File: src/rtl/pipe_hazard_ctrl.sv
// pipe_hazard_ctrl
// Pipeline hazard and stall controller. It turns prioritised hazard sources
// into per-stage write-enable, flush and disable-write vectors with zero
// latency. It also keeps registered bookkeeping: the last stall cause,
// per-cause saturating counters and a frontend-stall watchdog.
//
// Ports:
//   clk, resetn          clock, synchronous active-low reset
//   flush_exception      exception redirect (highest priority)
//   i_tlb_stall/icache_busy, d_tlb_stall/dcache_busy   I/D side stalls
//   dh_stall, id_imme_jump, branch_failed, divmult_busy hazard sources
//   mem_addr/mem_ls_req  MEM-stage access, compared against st_addr/st_req
//   cnt_sel/cnt_rdata    combinational read port of the cause counters
//   wd_clr               clears the sticky watchdog flag
//   stage_wr/stage_flush/stage_diswr   per-stage control vectors
//   icache_flush, ireq_valid, dreq_valid, icache_stall, dcache_stall
//   stall_cause          registered winning cause code
//   wd_trip              sticky watchdog flag
module pipe_hazard_ctrl #(
    parameter int NUM_STAGES   = 7,
    parameter int ST_STAGES    = 2,
    parameter int LINE_OFF_W   = 4,
    parameter int EXC_FLUSH_HI = 4,
    parameter int DH_BUB_IDX   = 3,
    parameter int LS_BUB_IDX   = 5,
    parameter int CNT_W        = 32,
    parameter int TIMEOUT      = 1023
) (
    input  logic                    clk,
    input  logic                    resetn,
    input  logic                    flush_exception,
    input  logic                    i_tlb_stall,
    input  logic                    icache_busy,
    input  logic                    d_tlb_stall,
    input  logic                    dcache_busy,
    input  logic                    dh_stall,
    input  logic                    id_imme_jump,
    input  logic                    branch_failed,
    input  logic                    divmult_busy,
    input  logic [31:0]             mem_addr,
    input  logic                    mem_ls_req,
    input  logic [32*ST_STAGES-1:0] st_addr,
    input  logic [ST_STAGES-1:0]    st_req,
    input  logic [2:0]              cnt_sel,
    output logic [CNT_W-1:0]        cnt_rdata,
    input  logic                    wd_clr,
    output logic [NUM_STAGES-1:0]   stage_wr,
    output logic [NUM_STAGES-1:0]   stage_flush,
    output logic [NUM_STAGES-1:0]   stage_diswr,
    output logic                    icache_flush,
    output logic                    ireq_valid,
    output logic                    dreq_valid,
    output logic                    icache_stall,
    output logic                    dcache_stall,
    output logic [2:0]              stall_cause,
    output logic                    wd_trip
);

    typedef enum logic [3:0] {
        CS_RUN, CS_EXC, CS_ISTALL, CS_DSTALL, CS_LS, CS_DH, CS_JUMP, CS_BR, CS_MD
    } cause_e;

    localparam int RC_W = ($clog2(TIMEOUT + 1) < 1) ? 1 : $clog2(TIMEOUT + 1);
    localparam logic [RC_W-1:0] RC_MAX = RC_W'(TIMEOUT);

    // Constant per-stage masks derived from the bubble/flush parameters.
    logic [NUM_STAGES-1:0] exc_mask, ls_wr_mask, dh_wr_mask, ls_bub, dh_bub, jmp_mask, br_mask;

    genvar gi;
    generate
        for (gi = 0; gi < NUM_STAGES; gi++) begin : g_mask
            assign exc_mask[gi]   = (gi >= 1) && (gi <= EXC_FLUSH_HI);
            assign ls_wr_mask[gi] = (gi > LS_BUB_IDX);
            assign dh_wr_mask[gi] = (gi >= DH_BUB_IDX);
            assign ls_bub[gi]     = (gi == LS_BUB_IDX);
            assign dh_bub[gi]     = (gi == DH_BUB_IDX);
            assign jmp_mask[gi]   = (gi == 1);
            assign br_mask[gi]    = (gi == 1) || (gi == 2);
        end
    endgenerate

    // Line-granular load/store conflict against every downstream store stage.
    logic [ST_STAGES-1:0] ls_hit;
    generate
        for (gi = 0; gi < ST_STAGES; gi++) begin : g_ls
            assign ls_hit[gi] = st_req[gi] &&
                (mem_addr[31:LINE_OFF_W] == st_addr[32*gi+31 : 32*gi+LINE_OFF_W]);
        end
    endgenerate

    logic ls_conflict;
    assign ls_conflict = mem_ls_req && (|ls_hit);

    cause_e cause;
    always_comb begin
        cause = CS_RUN;
        if (flush_exception)                  cause = CS_EXC;
        else if (i_tlb_stall || icache_busy)  cause = CS_ISTALL;
        else if (d_tlb_stall || dcache_busy)  cause = CS_DSTALL;
        else if (ls_conflict)                 cause = CS_LS;
        else if (dh_stall)                    cause = CS_DH;
        else if (id_imme_jump)                cause = CS_JUMP;
        else if (branch_failed)               cause = CS_BR;
        else if (divmult_busy)                cause = CS_MD;
    end

    // Control vectors: start from RUN and override only what the cause changes.
    always_comb begin
        stage_wr     = '1;
        stage_flush  = '0;
        stage_diswr  = '0;
        icache_flush = 1'b0;
        ireq_valid   = 1'b1;
        dreq_valid   = 1'b1;
        icache_stall = 1'b0;
        dcache_stall = 1'b0;
        case (cause)
            CS_EXC: begin
                stage_flush  = exc_mask;
                stage_diswr  = exc_mask;
                icache_flush = 1'b1;
                ireq_valid   = 1'b0;
                dreq_valid   = 1'b0;
            end
            CS_ISTALL: begin
                stage_wr     = '0;
                stage_diswr  = '1;
                ireq_valid   = 1'b0;
                icache_stall = 1'b1;
                dcache_stall = 1'b1;
            end
            CS_DSTALL: begin
                stage_wr     = '0;
                stage_diswr  = '1;
                dreq_valid   = 1'b0;
                icache_stall = 1'b1;
                dcache_stall = 1'b1;
            end
            CS_LS: begin
                stage_wr     = ls_wr_mask;
                stage_flush  = ls_bub;
                ireq_valid   = 1'b0;
                dreq_valid   = 1'b0;
                icache_stall = 1'b1;
            end
            CS_DH: begin
                stage_wr     = dh_wr_mask;
                stage_flush  = dh_bub;
                icache_stall = 1'b1;
            end
            CS_JUMP: begin
                stage_flush  = jmp_mask;
                icache_flush = 1'b1;
                ireq_valid   = 1'b0;
            end
            CS_BR: begin
                stage_flush  = br_mask;
                icache_flush = 1'b1;
                ireq_valid   = 1'b0;
            end
            CS_MD: begin
                stage_wr     = '0;
                stage_diswr  = '1;
                icache_stall = 1'b1;
                dcache_stall = 1'b1;
            end
            default: ;
        endcase
        // Reset holds the whole pipeline flushed with no cache traffic.
        if (!resetn) begin
            stage_wr     = '0;
            stage_flush  = '1;
            stage_diswr  = '1;
            ireq_valid   = 1'b0;
            dreq_valid   = 1'b0;
            icache_flush = 1'b1;
            icache_stall = 1'b0;
            dcache_stall = 1'b0;
        end
    end

    // Jump and branch share the FLUSH code.
    logic [2:0] cause_code;
    always_comb begin
        cause_code = 3'd0;
        case (cause)
            CS_ISTALL: cause_code = 3'd1;
            CS_DSTALL: cause_code = 3'd2;
            CS_LS:     cause_code = 3'd3;
            CS_DH:     cause_code = 3'd4;
            CS_MD:     cause_code = 3'd5;
            CS_EXC:    cause_code = 3'd6;
            CS_JUMP,
            CS_BR:     cause_code = 3'd7;
            default:   cause_code = 3'd0;
        endcase
    end

    logic [2:0] stall_cause_reg;
    always_ff @(posedge clk) begin
        if (!resetn) stall_cause_reg <= 3'd0;
        else         stall_cause_reg <= cause_code;
    end
    assign stall_cause = stall_cause_reg;

    // One saturating counter per cause code; exactly one advances per cycle.
    logic [CNT_W-1:0] cnt_arr [8];
    generate
        for (gi = 0; gi < 8; gi++) begin : g_cnt
            logic [CNT_W-1:0] cnt_reg;
            always_ff @(posedge clk) begin
                if (!resetn)
                    cnt_reg <= '0;
                else if ((cause_code == 3'(gi)) && (cnt_reg != '1))
                    cnt_reg <= cnt_reg + CNT_W'(1);
            end
            assign cnt_arr[gi] = cnt_reg;
        end
    endgenerate
    assign cnt_rdata = cnt_arr[cnt_sel];

    // Watchdog: counts consecutive cycles with the frontend frozen, then
    // parks at TIMEOUT so the trip keeps reasserting while the stall lasts.
    logic [RC_W-1:0] run_cnt_reg, run_cnt_next;
    logic            wd_trip_reg, wd_stall, wd_hit;

    assign wd_stall     = !stage_wr[0] && (cause != CS_EXC);
    assign run_cnt_next = (run_cnt_reg == RC_MAX) ? run_cnt_reg : run_cnt_reg + RC_W'(1);
    assign wd_hit       = wd_stall && (run_cnt_next == RC_MAX);

    always_ff @(posedge clk) begin
        if (!resetn) begin
            run_cnt_reg <= '0;
            wd_trip_reg <= 1'b0;
        end else begin
            run_cnt_reg <= wd_stall ? run_cnt_next : '0;
            if (wd_clr)      wd_trip_reg <= 1'b0;
            else if (wd_hit) wd_trip_reg <= 1'b1;
        end
    end
    assign wd_trip = wd_trip_reg;

endmodule

File: config.mk
export PLATFORM = sky130hd
export DESIGN_NAME = pipe_hazard_ctrl
export DESIGN_NICKNAME = d
export VERILOG_FILES = /design/src/rtl/pipe_hazard_ctrl.sv
export SDC_FILE = /design/constraint.sdc
export NUM_CORES = 1
export LEC_CHECK = 0
export ABC_AREA = 0
export CORE_ASPECT_RATIO = 1.75
export CORE_MARGIN = 2
export CORE_UTILIZATION = 45
export CTS_CLUSTER_DIAMETER = 120
export DETAILED_ROUTE_END_ITERATION = 10
export PLACE_DENSITY = 0.76
export SLEW_MARGIN = 20
export SYNTH_ARGS = -nofsm -noshare
export SYNTH_HDL_FRONTEND = slang
export SYNTH_SLANG_ARGS = --single-unit
File: constraint.sdc
create_clock -name clk -period 14 [get_ports clk]
set_clock_uncertainty 0.15 [all_clocks]
set_input_delay 4.2 -clock clk [delete_from_list [all_inputs] [get_ports clk]]
set_output_delay 4.2 -clock clk [all_outputs]
set_load 0.01 [all_outputs]
==> flow_summary.toml <==
[status]
status = "finished clean"

[critical_path]
cpMaxStageDelayCell = "a22o_1"
reg2reg_depth = 9
worst-path-buf-inv = 2
start_kind = "primary input"
critPathRequiredTime_ns = 9.65
rr_startpoint = "g_cnt[0].cnt_reg[3]$_SDFFE_PN0P_"
crit_type = "primary input to primary output"
crit_chain = "clkdlybuf4s50_1, xnor2_1, nand4_1, nor4_1, a22o_1, and2_1, nor2_1, a311o_1, nor2_1, clkdlybuf4s50_1"
worstPathArrival_ns = 8.00
max_stage_delay_ns = 0.64
cp_max_fo = 15
crit_family = "simple AND/OR/NAND/NOR gates"
ff2ff_setup_slack_ns = 10.08
end_kind = "primary output"
worstReg2RegEnd = "g_cnt[0].cnt_reg[9]$_SDFFE_PN0P_"

[pwr]
p_per_area_nw_per_um2 = 88.1
switching_power_uw = 381
p_leak_uw = 0.00595
power_frac_seq = 0.484
vdd_drop_max_mv = 0.110
clkPwrFrac = 0.438
p_int_uw = 1220
pwr-share-comb = 0.077
swShare = 0.239
p_total_uw = 1600

[cts]
post-cts-setup-buffers = 0
htree_levels = 1
clock-sinks = 270
cts_tree = "done"
cts_inserted_buffers = 25
cts_root_buf = "clkbuf_16"
clk_pin_slew_ns = 0.06
cts_hold_buf = 0
ctsResizeCount = 0
clock_latency_ns = 0.56
cts_max_path_buffers = 3

[floorplan]
dieHeight_um = 249
die-area_um2 = 35900
core_area_um2 = 33700
rows = 89
die_w_um = 144
start_util = 0.458
ioPinCount = 176

[sta]
rsz0062_at_grt = "no"
relSlewSlack = 0.322
hold_slack_ns = 0.343
tightest_slew_ns = 1.02
post-route-period-util = 0.882
slew_viol_final = 0
fmax_ghz = 0.0810
finalCriticalPeriod_ns = 12.35
hold_viol = 0
tns_ns = 0
setup_viol = 0

[layout]
stdcell_area_um2 = 18100
mostFrequentLayoutCells = "dfxtp_1 (270), nor2_1 (237), clkdlybuf4s50_1 (160)"
syn2layout_area_growth_pct = 17.5
largest_reg_flops = 256
final_common_cell = "dfxtp_1"
nets = 1996
drive_above_1_share = 0.0909
antenna-diode-count = 0
fillers = 2972
fin_cells = 2347

[run]
drv_cap = 0

[min_path]
hold_start = "wd_trip$_SDFFE_PP0P_"
hold_end = "wd_trip$_SDFFE_PP0P_"
hold_class = "flip-flop to flip-flop"
min_path_cells = 2

[yosys]
syn_avg_cell_area_um2 = 8.73
yosysSeqAreaShare = 0.350
yosys.area.top_type_share = 0.350
syn_inst = 1768
async_flop_share = 0
yosys.area.top_type = "dfxtp_1"
yosys_warnings = 0
synth_seq_cells = 270
synth_area_um2 = 15400
synth_edf_count = 0
yosysUniqueCellTypes = 60
syn_nets = 1891
synth_area_leaders = "dfxtp_1 (35%), mux4_2 (9.2%), xnor2_1 (7.5%)"
synthFlopType = "dfxtp_1"

[grt]
grt_pass1_vias = 14200
antenna_found_initial = 0
overflow = 0
track_usage = 0.263
grt_max_degree = 83
grt_first_pass_wirelength_um = 73900

[route]
drcViolationCount = 0
drt-total-wl_um = 47400
firstDrtPassIters = 7
drt_iter0_markers = 1146
drtAntennaViolNets = 0
vias = 14100
avgViaCountPerCell = 6.00
wire_per_inst_um = 20.2

[place]
dp_hpwl_um = 36100
io_buffers = 163
post_dp_cell_area_um2 = 17300
place_congestion = 0.923
dp_cells = 2301
## through the flow
| step | utilization | setup slack (ns) |
|---|---|---|
| 2_1_floorplan | - | 3.47 |
| 3_3_place_gp | 0.513 | 1.76 |
| 3_5_place_dp | 0.513 | 1.65 |
| 4_1_cts | 0.537 | 1.63 |
| 5_1_grt | 0.537 | 1.49 |
| 6_report | 0.537 | 1.65 |
## worst register-to-register path: cells and delay by family (launching register included)
family | cells | cell delay [ns]
DFF | 1 | 0.39
AOI/OAI and AO/OA | 1 | 0.15
and+or+nand+nor | 7 | 2.94
buffers and inverters | 1 | 0.24
## synthesized netlist by cell type, drive strengths merged, types with 2 or more instances
cell	n
nor4b	3
nand2b	16
nor4	31
mux2i	15
a2111oi	3
o41a	4
nand2	131
nor3	41
or2	5
and4	21
xor2	107
a211oi	4
xnor2	133
ha	9
or4b	2
and2	38
o21a	10
clkbuf	72
a21oi	59
mux4	64
buf	27
or3	39
inv	30
dfxtp	270
a311o	2
a31oi	4
o21bai	2
mux2	32
a21o	2
o31a	5
nand3b	6
nand3	116
o21ai	46
and3	44
or4	18
o31ai	16
nand4	94
nor2	237
## power groups by stage
stage	clock, uW	combinational [uW]	sequential, uW
after floorplan	0	65.5	790
after global placement	0	122	791
after detailed placement	0	123	791
after CTS	708	124	773
after global routing	736	131	773
final	699	124	774
## worst max-delay path by stage
stage / start / to / slack, ns / cells after the start
after floorplan: mem_addr[8] / stage_diswr[5] / 3.47 / 10
after global placement: mem_addr[11] / ireq_valid / 1.76 / 10
after detailed placement: mem_addr[16] / ireq_valid / 1.65 / 10
after CTS: mem_addr[16] / ireq_valid / 1.63 / 10
after global routing: mem_addr[16] / ireq_valid / 1.49 / 10
final: mem_addr[16] / ireq_valid / 1.65 / 10
## layer usage
| layer | share of wire | track usage | vias up |
|---|---|---|---|
| li1 | - | - | 6523 |
| met1 | 0.34 | 0.261 | 6779 |
| met2 | 0.54 | 0.490 | 592 |
| met3 | 0.048 | 0.0325 | 179 |
| met4 | 0.079 | 0.191 | 0 |
| met5 | 0 | 0 | - |
## logic make-up (layout without fill, tap and decap cells)
family                     after synthesis  in the layout  share of synthesized area
and+or+nand+nor                        845            845                      0.279
DFF                                    270            270                      0.350
xor gates and xnor gates               240            240                      0.136
AOI/OAI and AO/OA                      164            164                     0.0660
buffers and inverters                  129            253                     0.0347
muxes                                  111            111                      0.127
adders and majority gates                9              9                    0.00729
## cell type report
cell class / instances / area [um2] / area share
clock buffers: 36 / 737 / 0.0406
clock inverters: 10 / 81.3 / 0.00448
inverters: 30 / 118 / 0.00649
multi-input cells: 1369 / 9500 / 0.524
flip-flops and latches: 270 / 5410 / 0.298
well taps: 455 / 569 / 0.0314
repair buffers: 177 / 1730 / 0.0952
No activity file was read; power rests on OpenSTA's default activity.
